$ cat src/rtl/i2c_master_regs_q.sv
// i2c_master_regs_q: Wishbone register file for the I2C master with a command queue and RX path.
// Define I2C_RXFIFO_EN for a DEPTH-entry RX FIFO; otherwise received bytes use one holding register.
`timescale 1ns/1ps
module i2c_master_regs_q #(
    parameter int PRER_W = 16,
    parameter int DEPTH  = 4,
    parameter int LW     = $clog2(DEPTH) + 1
) (
    input  logic              wb_clk_i,
    input  logic              rst_i,
    input  logic              wb_rst_i,
    input  logic [15:0]       wb_dat_i,
    input  logic [3:0]        wb_adr_i,
    input  logic              wb_wacc,
    input  logic              wb_racc,
    input  logic              done,
    input  logic              i2c_al,
    input  logic              i2c_busy,
    input  logic              irxack,
    input  logic [7:0]        rxd_i,
    output logic [PRER_W-1:0] prer,
    output logic [7:0]        ctr,
    output logic [7:0]        cr,
    output logic [7:0]        txr,
    output logic [7:0]        rxr,
    output logic [7:0]        sr,
    output logic [LW-1:0]     cmd_lvl,
    output logic [LW-1:0]     rx_lvl,
    output logic              irq_o
);
    localparam int PW = LW - 1;
    localparam logic [LW-1:0] LVL_FULL = LW'(DEPTH);

    logic [7:0]    staging;
    logic [12:0]   cmd_mem [DEPTH];
    logic [PW-1:0] cmd_wr, cmd_rd;
    logic [LW-1:0] cmd_cnt, cmd_cnt_nxt;
    logic          iack_q, al, rxack, ovf, irq_flag;

    logic wr_prer_lo, wr_prer_hi, wr_ctr, wr_txr, wr_cmd, wr_flush, rd_rx;
    assign wr_prer_lo = wb_wacc && (wb_adr_i == 4'h0);
    assign wr_prer_hi = wb_wacc && (wb_adr_i == 4'h2);
    assign wr_ctr     = wb_wacc && (wb_adr_i == 4'h4);
    assign wr_txr     = wb_wacc && (wb_adr_i == 4'h6);
    assign wr_cmd     = wb_wacc && (wb_adr_i == 4'h8);
    assign wr_flush   = wb_wacc && (wb_adr_i == 4'hA);
    assign rd_rx      = wb_racc && (wb_adr_i == 4'h6);

    // Entry layout: [12:8] = STA,STO,RD,WR,ACK, [7:0] = transmit byte
    logic [12:0] head;
    logic cmd_empty, cmd_full, cmd_push_req, cmd_pop, cmd_flush, cmd_push, cmd_drop;
    logic iack_set, qe_evt;

    assign head         = cmd_mem[cmd_rd];
    assign cmd_empty    = (cmd_cnt == '0);
    assign cmd_full     = (cmd_cnt == LVL_FULL);
    assign iack_set     = wr_cmd && wb_dat_i[0];
    assign cmd_push_req = wr_cmd && !wb_dat_i[0] && ctr[7];
    assign cmd_pop      = done && !cmd_empty;
    assign cmd_flush    = (wr_flush && wb_dat_i[0]) || i2c_al;
    assign cmd_push     = cmd_push_req && !cmd_flush && (!cmd_full || cmd_pop);
    assign cmd_drop     = cmd_push_req && !cmd_flush && cmd_full && !cmd_pop;

    always_comb begin
        cmd_cnt_nxt = cmd_cnt;
        if (cmd_flush)
            cmd_cnt_nxt = '0;
        else if (cmd_push && !cmd_pop)
            cmd_cnt_nxt = cmd_cnt + 1'b1;
        else if (cmd_pop && !cmd_push)
            cmd_cnt_nxt = cmd_cnt - 1'b1;
    end

    assign qe_evt = ctr[5] && cmd_pop && (cmd_cnt_nxt == '0);

    logic       rx_push_req, rx_pop, rx_flush, rx_push, rx_drop, rx_full, rx_empty;
    logic [7:0] rx_head;

    assign rx_push_req = cmd_pop && head[10];
    assign rx_pop      = rd_rx && !rx_empty;
    assign rx_flush    = wr_flush && wb_dat_i[1];
    assign rx_push     = rx_push_req && !rx_flush && (!rx_full || rx_pop);
    assign rx_drop     = rx_push_req && !rx_flush && rx_full && !rx_pop;

    always_ff @(posedge wb_clk_i or negedge rst_i) begin
        if (!rst_i) begin
            prer     <= '1;
            ctr      <= '0;
            staging  <= '0;
            cmd_wr   <= '0;
            cmd_rd   <= '0;
            cmd_cnt  <= '0;
            iack_q   <= 1'b0;
            al       <= 1'b0;
            rxack    <= 1'b0;
            ovf      <= 1'b0;
            irq_flag <= 1'b0;
        end else if (wb_rst_i) begin
            prer     <= '1;
            ctr      <= '0;
            staging  <= '0;
            cmd_wr   <= '0;
            cmd_rd   <= '0;
            cmd_cnt  <= '0;
            iack_q   <= 1'b0;
            al       <= 1'b0;
            rxack    <= 1'b0;
            ovf      <= 1'b0;
            irq_flag <= 1'b0;
        end else begin
            if (wr_prer_lo) prer[7:0] <= wb_dat_i[7:0];
            if (wr_prer_hi) prer[PRER_W-1:8] <= wb_dat_i[PRER_W-9:0];
            if (wr_ctr) ctr <= wb_dat_i[7:0];
            if (wr_txr) staging <= wb_dat_i[7:0];
            iack_q <= iack_set;
            if (cmd_flush) begin
                cmd_wr <= '0;
                cmd_rd <= '0;
            end else begin
                if (cmd_push) cmd_wr <= cmd_wr + 1'b1;
                if (cmd_pop)  cmd_rd <= cmd_rd + 1'b1;
            end
            cmd_cnt  <= cmd_cnt_nxt;
            al       <= i2c_al | (al & ~(cmd_push_req & wb_dat_i[7]));
            rxack    <= irxack;
            // A drop in the same cycle as a clear leaves the flag set so the loss is never hidden
            ovf      <= (ovf & ~(wr_flush & wb_dat_i[2])) | cmd_drop | rx_drop;
            irq_flag <= (done | i2c_al | qe_evt | irq_flag) & ~iack_q;
        end
    end

    always_ff @(posedge wb_clk_i) begin
        if (cmd_push) cmd_mem[cmd_wr] <= {wb_dat_i[7:3], staging};
    end

`ifdef I2C_RXFIFO_EN
    logic [7:0]    rx_mem [DEPTH];
    logic [PW-1:0] rx_wr, rx_rd;
    logic [LW-1:0] rx_cnt;

    assign rx_empty = (rx_cnt == '0);
    assign rx_full  = (rx_cnt == LVL_FULL);
    assign rx_head  = rx_mem[rx_rd];
    assign rx_lvl   = rx_cnt;

    always_ff @(posedge wb_clk_i or negedge rst_i) begin
        if (!rst_i) begin
            rx_wr  <= '0;
            rx_rd  <= '0;
            rx_cnt <= '0;
        end else if (wb_rst_i || rx_flush) begin
            rx_wr  <= '0;
            rx_rd  <= '0;
            rx_cnt <= '0;
        end else begin
            if (rx_push) rx_wr <= rx_wr + 1'b1;
            if (rx_pop)  rx_rd <= rx_rd + 1'b1;
            if (rx_push && !rx_pop)
                rx_cnt <= rx_cnt + 1'b1;
            else if (rx_pop && !rx_push)
                rx_cnt <= rx_cnt - 1'b1;
        end
    end

    always_ff @(posedge wb_clk_i) begin
        if (rx_push) rx_mem[rx_wr] <= rxd_i;
    end
`else
    logic [7:0] rx_hold;
    logic       rx_valid;

    assign rx_empty = !rx_valid;
    assign rx_full  = rx_valid;
    assign rx_head  = rx_hold;
    assign rx_lvl   = {{(LW-1){1'b0}}, rx_valid};

    // A same-cycle pop and push replaces the byte and keeps the register occupied
    always_ff @(posedge wb_clk_i or negedge rst_i) begin
        if (!rst_i) begin
            rx_hold  <= '0;
            rx_valid <= 1'b0;
        end else if (wb_rst_i || rx_flush) begin
            rx_hold  <= '0;
            rx_valid <= 1'b0;
        end else if (rx_push) begin
            rx_hold  <= rxd_i;
            rx_valid <= 1'b1;
        end else if (rx_pop) begin
            rx_valid <= 1'b0;
        end
    end
`endif

    assign cr      = {(cmd_empty ? 5'b0 : head[12:8]), 2'b00, iack_q};
    assign txr     = cmd_empty ? 8'h00 : head[7:0];
    assign rxr     = rx_empty ? 8'h00 : rx_head;
    assign cmd_lvl = cmd_cnt;
    assign sr      = {rxack, i2c_busy, al, ovf, cmd_full, !rx_empty, !cmd_empty, irq_flag};
    assign irq_o   = irq_flag & ctr[6];
endmodule

$ cat config.mk
export PLATFORM = sky130hd
export DESIGN_NAME = i2c_master_regs_q
export DESIGN_NICKNAME = d
export VERILOG_FILES = /design/src/rtl/i2c_master_regs_q.sv
export SDC_FILE = /design/constraint.sdc
export NUM_CORES = 1
export LEC_CHECK = 0
export ABC_AREA = 0
export CAP_MARGIN = 10
export CORE_UTILIZATION = 51
export DETAILED_ROUTE_END_ITERATION = 16
export PLACE_DENSITY = 0.82
export RECOVER_POWER = 100
export SLEW_MARGIN = 10
export SYNTH_ARGS = -nofsm -noshare
export SYNTH_HDL_FRONTEND = slang
export SYNTH_SLANG_ARGS = --single-unit
$ cat constraint.sdc
create_clock -name wb_clk_i -period 2.9 [get_ports wb_clk_i]
set_input_delay 0.29 -clock wb_clk_i [delete_from_list [all_inputs] [get_ports wb_clk_i]]
set_output_delay 0.29 -clock wb_clk_i [all_outputs]
set_load 0.05 [all_outputs]
### Word level (Yosys, flattened, before mapping)

Memory sizes are Yosys's and may differ from the RTL's.
Index checks and enable logic that the tools add are counted.

* register bits after elaboration: 53
* bits in latches: 0
* RAM bits: 52
* ROM bits: 0
* input bits: 37
* output and inout port bits: 63
* word-level logic and storage cells: 123
* memories: 1

* add/subtract/negate cells: 4
* $mul: 0
* div/mod/pow operators: 0
* magnitude comparators: 0
* equal/unequal tests: 6
* shift-type cells: 0
* mux-type cells: 32
* bitwise gates (word level): 15
* reduce and logical (&&, ||, !) cells: 51

Memories
* cmd_mem: words 4, width 13, rd ports 1, clocked after Yosys merged registers in 0, write ports 1, RTL line 35 `logic [12:0] cmd_mem [DEPTH];`

Operators by type and width (number)
* $mux 8: 10
* $logic_and 1x1->1: 27
* $mux 16: 1
* $mux 2: 6
* $mux 3: 4
* $mux 1: 10
* $reduce_bool 2->1: 5
* $logic_not 1->1: 9
* $reduce_bool 3->1: 3
* $eq 4x3->1 const B: 2
* $eq 4x4->1 const B: 2
* $and 1x1->1: 6
* $logic_not 3->1: 2
* $or 1x1->1: 6
* $mux 5: 1
* $add 2x1->2 const B: 2
* $eq 4x2->1 const B: 1
* $logic_not 4->1: 1
* $logic_or 1x1->1: 4
* $add 3x1->3 const B: 1
* $eq 3x3->1 const B: 1
* $not 1->1: 3
* $sub 3x1->3 const B: 1

### Longest topological paths before layout

Gate-level depths: netlist of the first run.

* word-level depth: 18
* gate-level depth with buffers: 8
* depth with buffers taken out: 6

### Least setup slack after synthesis of the first run

OpenSTA, ideal clock, no wires.

* path type: reg2out
* start point: register cmd_cnt[0] (netlist: cmd_lvl[0])
* end point: output port cr[3]
* data arrival time: 2.455 ns
* data required time: 2.610 ns
* slack: 0.155 ns
* stages on the path, launching flop included: 7
* buffers on the path: 2
* path through: dfrtp_1 > inv_1 > ha_1 > nand2b_1 > clkbuf_1 > clkbuf_1 > and2_1

* longest elaborated chain between the ends: 2

Ends and longest elaborated chain
* from (decl): RTL line 37 `logic [LW-1:0] cmd_cnt, cmd_cnt_nxt;`
* from (signal assigned): RTL line 123 `cmd_cnt <= cmd_cnt_nxt;`
* $logic_not 3->1: RTL line 55 `assign cmd_empty = (cmd_cnt == '0);`
* $mux 5: RTL line 194 `assign cr = {(cmd_empty ? 5'b0 : head[12:8]), 2'b00, iack_q};`
* to (decl): RTL line 23 `output logic [7:0] cr,`

Every way passes these cells.

### Worst setup path after layout of the first run

* start point: register cmd_rd[0]
* end point: output port cr[3]

* longest elaborated chain between the ends: 2

Ends and longest elaborated chain
* from (decl): RTL line 36 `logic [PW-1:0] cmd_wr, cmd_rd;`
* from (signal assigned): RTL line 121 `if (cmd_pop) cmd_rd <= cmd_rd + 1'b1;`
* $mem_v2 4x13
* $mux 5: RTL line 194

Every way passes these cells.

==> impl_metrics.json, run 1 <==
{
  "outcome": "complete, but fails checks",
  "violations": "DRC, capacitance limit, slew limit",
  "wirelength_um": 9568,
  "ctsHoldBuffers": 0,
  "hold_slack_ps": 452.3,
  "viasPerCell": 5.593,
  "final_util_pct": 65.90,
  "area_growth_pct": 23.68,
  "ant_nets": 0,
  "arrival_ps": 2460,
  "post_synth_instance_area_um2": 4692,
  "critical-path-max-stage-delay_ps": 750,
  "hold-path-endpoint": "rxack",
  "hold_viol_final": 0,
  "cp_slowest_cell": "dlygate4sd3_1",
  "r2r_cells": 5,
  "synth-simple-area-share_pct": 16.05,
  "timing.rr.start": "ctr[7]",
  "synth_top_area_share_pct": 33.28,
  "clock_skew_ps": 14.41,
  "cts.sinks": 105,
  "pin_count": 100,
  "wire_per_inst_um": 17.52,
  "grt-ovfl-total": 0,
  "antenna_found_initial": 0,
  "drv_cap": 1,
  "p_total_mw": 2.696,
  "synthAdderAreaFrac_pct": 1.867,
  "cts_resized": 0,
  "port-buffer-count": 85,
  "synthCells": 352,
  "synth_top_family_by_area": "simple AND/OR/NAND/NOR gates",
  "relSlewSlack_pct": -66.98,
  "worst_slew_pin_slew_ps": 2505,
  "reg2reg_to": "cmd_mem[1][12]",
  "vdd_ir_drop_max_v": 0.0003001,
  "mostFrequentLayoutCells": "dlygate4sd3_1 (58), edfxtp_1 (52), dfrtp_1 (36)",
  "start_util_pct": 53.28,
  "grt_pass1_vias": 3072,
  "powerDensity_nw_per_um2": 464.6,
  "crit_type": "reg -> out",
  "max_freq_mhz": 363.8,
  "core_um2": 8806,
  "drtIter0Drc": 175,
  "whs_path_depth": 2,
  "synth_compound_area_share_pct": 4.933,
  "drv_slew": 48,
  "die_x_um": 97.92,
  "ys_types": 48,
  "synth_area_leaders": "edfxtp_1 (33%), dfrtp_1 (20%), dfstp_2 (9.0%)",
  "synthFlopType": "edfxtp_1",
  "rrSetupSlack_ps": 610,
  "path_clk_slew_ps": 110,
  "gp_congestion": 0.8128,
  "postCtsSetupBuffers": 0,
  "finalSetupViolCount": 0,
  "yosys_warnings": 0,
  "via_count": 3054,
  "async_reset_ff_share_pct": 50.48,
  "setup_tns_ps": 0,
  "drt_pass1_iterations": 13,
  "dp_hpwl_um": 6711,
  "grt_pass1_wl_um": 15770,
  "hold_path.class": "in -> reg",
  "drive_above_1_share_pct": 13.70,
  "synthMuxAreaShare_pct": 10.64,
  "required_ps": 2610,
  "place_ws_ps": 420.4,
  "cts_max_level": 3,
  "seq_area_um2": 2909,
  "clock-root-buffer": "clkbuf_8",
  "min_from": "irxack",
  "synth_edf_count": 52,
  "ys_seq_area_share_pct": 61.97,
  "final_common_cell": "dlygate4sd3_1",
  "fp.dieH_um": 97.92,
  "period_needed_ps": 2749,
  "fin_crit_sh_pct": 94.79,
  "diodes": 0,
  "cts_tree": "built",
  "multiInputGateArea_um2": 1603,
  "fin_ws_ps": 151.1,
  "fin_nets": 478,
  "yosys.area.top_type": "edfxtp_1",
  "clk_path_buf_depth": 2,
  "synth-xor-area-share_pct": 0.5600,
  "grt_usage_pct": 21.42,
  "die_area_um2": 9587,
  "drcViolationCount": 4,
  "start_kind": "flip-flop",
  "synth_seq_cells": 105,
  "p_leak_nw": 2.326,
  "std_cell_rows": 34,
  "grt_max_degree": 48,
  "crit_path_max_fanout": 8,
  "syn_avg_cell_area_um2": 13.33,
  "clock_latency_ps": 380,
  "path_cells": "buf_12 > mux4_2 > and2_1 > dlygate4sd3_1",
  "critPathCaptureType": "output pin",
  "fill_cells": 631,
  "cts_made_buffers": 9,
  "rsz0062_at_grt": "no"
}
-- final cells by class --
| class | instances | share of cell area (%) |
|---|---|---|
| flip-flops and latches | 105 | 50.13 |
| multi-input cells | 215 | 27.62 |
| repair buffers | 98 | 16.02 |
| well taps | 108 | 2.329 |
| clock buffers | 9 | 2.135 |
| clock inverters | 6 | 1.445 |
| inverters | 5 | 0.3234 |
-- state kept, by name, indices dropped and copies added (netlist names) --
register  count
cmd_wr        2
cmd_lvl       3
ctr           8
ovf           1
al            1
cmd_mem      52
irq_flag      1
prer         16
iack_q        1
cmd_rd        2
rxack         1
staging       8
rx_full       1
rx_head       8
-- how the worst max path moves through the flow --
stage	end	slack [ps]	start
2_1_floorplan	cr[3]	150	cmd_lvl[0]
4_1_cts	txr[4]	20	cmd_lvl[0]
6_report	cr[3]	150	cmd_rd[0]
3_3_place_gp	cmd_mem[0][6]	450	wb_adr_i[1]
3_5_place_dp	cmd_mem[0][6]	420	wb_adr_i[1]
5_1_grt	cr[3]	40	cmd_lvl[0]
-- per-stage QoR --
step,area [um2],std cells
CTS,5838,546
global route,5803,546
floorplan,4703,355
detailed placement,5630,531
finish,5803,546
global placement,5630,531
-- where the power goes --
group / switching (mW) / leakage, nW / internal (mW)
sequential: 0.00727 / 1.16 / 1.57
combinational: 0.115 / 1.07 / 0.0613
clock: 0.523 / 0.105 / 0.417
total: 0.645 / 2.33 / 2.05
-- per-layer routing --
metal / global-route usage (%) / part of all wire (%)
met1: 28.73 / 43
met2: 34.34 / 49
met3: 4.653 / 5.9
met4: 8.392 / 2.0
met5: 0 / 0
-- critical path: cells and delay by family (launching register included) --
kind,cells,cell delay (ps)
AND/OR/NAND/NOR,1,160
buffers and inverters,2,930
multiplexers,1,490
flip-flops,1,510
-- cells by family after synthesis --
kind of cell / Yosys count
other: 1
and+or+nand+nor: 135
buffers and inverters: 35
AOI/OAI and AO/OA: 33
xor gates and xnor gates: 3
DFF: 105
adders and majority gates: 7
muxes: 33
-- synthesized netlist by cell type, types with 2 or more instances --
library cell   n
edfxtp_1      52
dfrtp_1       37
and2_1        29
nand2_1       26
nor2_1        24
nand3_1       19
mux2i_1       18
nand3b_1      17
dfstp_2       16
clkbuf_1      15
buf_4         13
mux4_2        13
a21boi_0       9
o21ai_0        9
ha_1           7
inv_1          5
a211o_1        3
nor2b_1        3
nor3_1         3
a21oi_1        2
and3_1         2
and3b_1        2
buf_2          2
xnor2_1        2
Note: power is estimated with default switching activity, not from simulation.
==> run 2, diff against run 1 <==
Settings changed: CORE_ASPECT_RATIO from default to 0.7, CORE_UTILIZATION 51 to 50, PLACE_DENSITY 0.82 to 0.81.
==> run 2 against run 1 <==
  * Register-to-register slack got worse by 100 ps
  * Power rose by 12%
  * Clock power grew 34%
  * First-iteration DRC count fell by 13%
  * Critical path type unchanged
  * Die area up 2.0%
  * Clock-buffer cell count unchanged
  * Final area is 1.7% higher
  * The flow finishes with violations (capacitance limit, slew limit)
  * Flip-flop and latch count is the same
  * Worst hold slack worse by 9.8 ps
  * Cell count increased by 3.1%
  * Wire length grew 7.3%
  * Critical endpoint unchanged
  * Critical path depth did not move
  * Largest power group unchanged
==> impl_metrics.json, run 2 (synthesis gave the netlist of run 1 again) <==
{
  "outcome": "complete, but fails checks",
  "violations": "capacitance limit, slew limit",
  "max_freq_mhz": 362.8,
  "netSwitchingFraction_pct": 22.97,
  "powerDensity_nw_per_um2": 511.2,
  "clock_latency_ps": 340,
  "wirelength_um": 10270,
  "finalSetupViolCount": 0,
  "start_kind": "flip-flop",
  "drv_cap": 1,
  "relSlewSlack_pct": -60.68,
  "grt-ovfl-total": 0,
  "pin_count": 100,
  "cts_tree": "built",
  "hold_path.class": "reg -> reg",
  "intPower_mw": 2.324,
  "cts_max_level": 3,
  "crit_type": "reg -> out",
  "port-buffer-count": 85,
  "critPathCaptureType": "output pin",
  "timing.rr.start": "ctr[7]",
  "period_needed_ps": 2757,
  "hold_viol_final": 0,
  "clock-root-buffer": "clkbuf_16",
  "fin_crit_sh_pct": 95.06,
  "std_cell_rows": 29,
  "clk_path_buf_depth": 2,
  "setup_tns_ps": 0,
  "seqPwrFrac_pct": 52.4,
  "min_from": "iack_q",
  "rsz0062_at_grt": "no",
  "fp.dieH_um": 83.05,
  "die_area_um2": 9782,
  "largest_reg_flops": 52,
  "antenna_found_initial": 0,
  "die_x_um": 117.8,
  "grt_max_degree": 46,
  "drive_above_1_share_pct": 13.21,
  "p_leak_nw": 2.346,
  "drt_pass1_iterations": 5,
  "cts.sinks": 105,
  "rrSetupSlack_ps": 510,
  "cts_made_buffers": 9,
  "dp_cells": 547,
  "final_cells": 563,
  "dp_hpwl_um": 6957,
  "r2r_cells": 5,
  "path_clk_slew_ps": 70,
  "area_growth_pct": 25.79,
  "mostFrequentLayoutCells": "dlygate4sd3_1 (55), edfxtp_1 (52), dfrtp_1 (37)",
  "fin_nets": 478,
  "gp_congestion": 0.8126,
  "drcViolationCount": 0,
  "drv_slew": 46,
  "p_clk_share_pct": 41.7,
  "p_switching_mw": 0.6928,
  "start_util_pct": 51.72,
  "cts_resized": 0,
  "crit_path_max_fanout": 13,
  "reg2reg_to": "cmd_mem[2][10]",
  "pwr-share-comb_pct": 5.9,
  "postCtsSetupBuffers": 0,
  "final_common_cell": "dlygate4sd3_1",
  "wire_per_inst_um": 18.24,
  "ctsHoldBuffers": 0,
  "hold-path-endpoint": "irq_flag",
  "drtIter0Drc": 152,
  "core_um2": 9071,
  "required_ps": 2610,
  "diodes": 0,
  "grt_pass1_wl_um": 16620,
  "ant_nets": 0,
  "grt_pass1_vias": 3176,
  "whs_path_depth": 1,
  "grt_usage_pct": 22.00,
  "via_count": 3109,
  "vdd_ir_drop_max_v": 0.0002961,
  "top_register": "cmd_mem",
  "viasPerCell": 5.522,
  "worst_slew_pin_slew_ps": 2410,
  "clock_skew_ps": 7.437,
  "arrival_ps": 2470,
  "top_regs": "cmd_mem: 52 flops, prer: 16 flops"
}
[run 2: cell types whose count changed in the layout (fill, tap and decap cells not counted), sizes merged]
cell           previous run  this run
buf                       5         4
clkbuf                   18        20
clkdlybuf4s50            26        28
clkinvlp                  0         1
dlygate4sd3              58        55
[run 2: layer usage]
metal	global-route usage, %	vias to the layer above	wire length (um)
met5	0	-	0
met4	4.429	0	44
met3	6.525	4	769
met2	35.94	120	4891
met1	29.42	1573	4561
li1	-	1412	-
[run 2: stage by stage]
step | hold slack [ps] | area, um2 | total power [mW] | util [%] | setup WS, ps
floorplan | -5.591 | 4703 | 1.706 | - | 155.0
global placement | 421.0 | 5660 | 1.792 | 62.40 | 412.2
detailed placement | 435.6 | 5660 | 1.796 | 62.40 | 374.3
CTS | 144.0 | 5972 | 3.040 | 65.83 | 3.617
global route | 461.7 | 5902 | 3.111 | 65.06 | 41.92
finish | 442.4 | 5902 | 3.017 | 65.06 | 143.3
[run 2: worst max-delay path: stages, from the launching register on]
cell and delay (ps):
dfrtp_1 390, buf_4 300, mux4_2 570, and2_0 170
clkdlybuf4s50_1 690
[run 2: worst max-delay path by stage]
stage               start     end  slack [ps]  cells after the start
5_1_grt         cmd_rd[0]   cr[3]          40                      4
3_5_place_dp   cmd_lvl[0]   cr[6]         370                      5
3_3_place_gp   cmd_lvl[0]  txr[4]         410                      5
6_report        cmd_rd[0]   cr[3]         140                      4
2_1_floorplan  cmd_lvl[0]   cr[3]         150                      6
4_1_cts        cmd_lvl[0]  txr[4]           4                      5
[run 2: power groups by stage]
stage               Sequential (mW)  Combinational, mW  Clock (mW)
floorplan                      1.63             0.0748           0
global placement               1.61              0.181           0
detailed placement             1.61              0.185           0
CTS                            1.58              0.186        1.27
global route                   1.58              0.188        1.34
finish                         1.58              0.178        1.26
[run 2: layout make-up]
type	count	area, um2
Tap cell	124	155.1
Multi-Input combinational cell	215	1603
Clock inverter	7	86.33
Sequential cell	105	2908
Clock buffer	9	225.2
Fill cell	697	3169
Inverter	5	18.77
Timing Repair Buffer	98	905.9
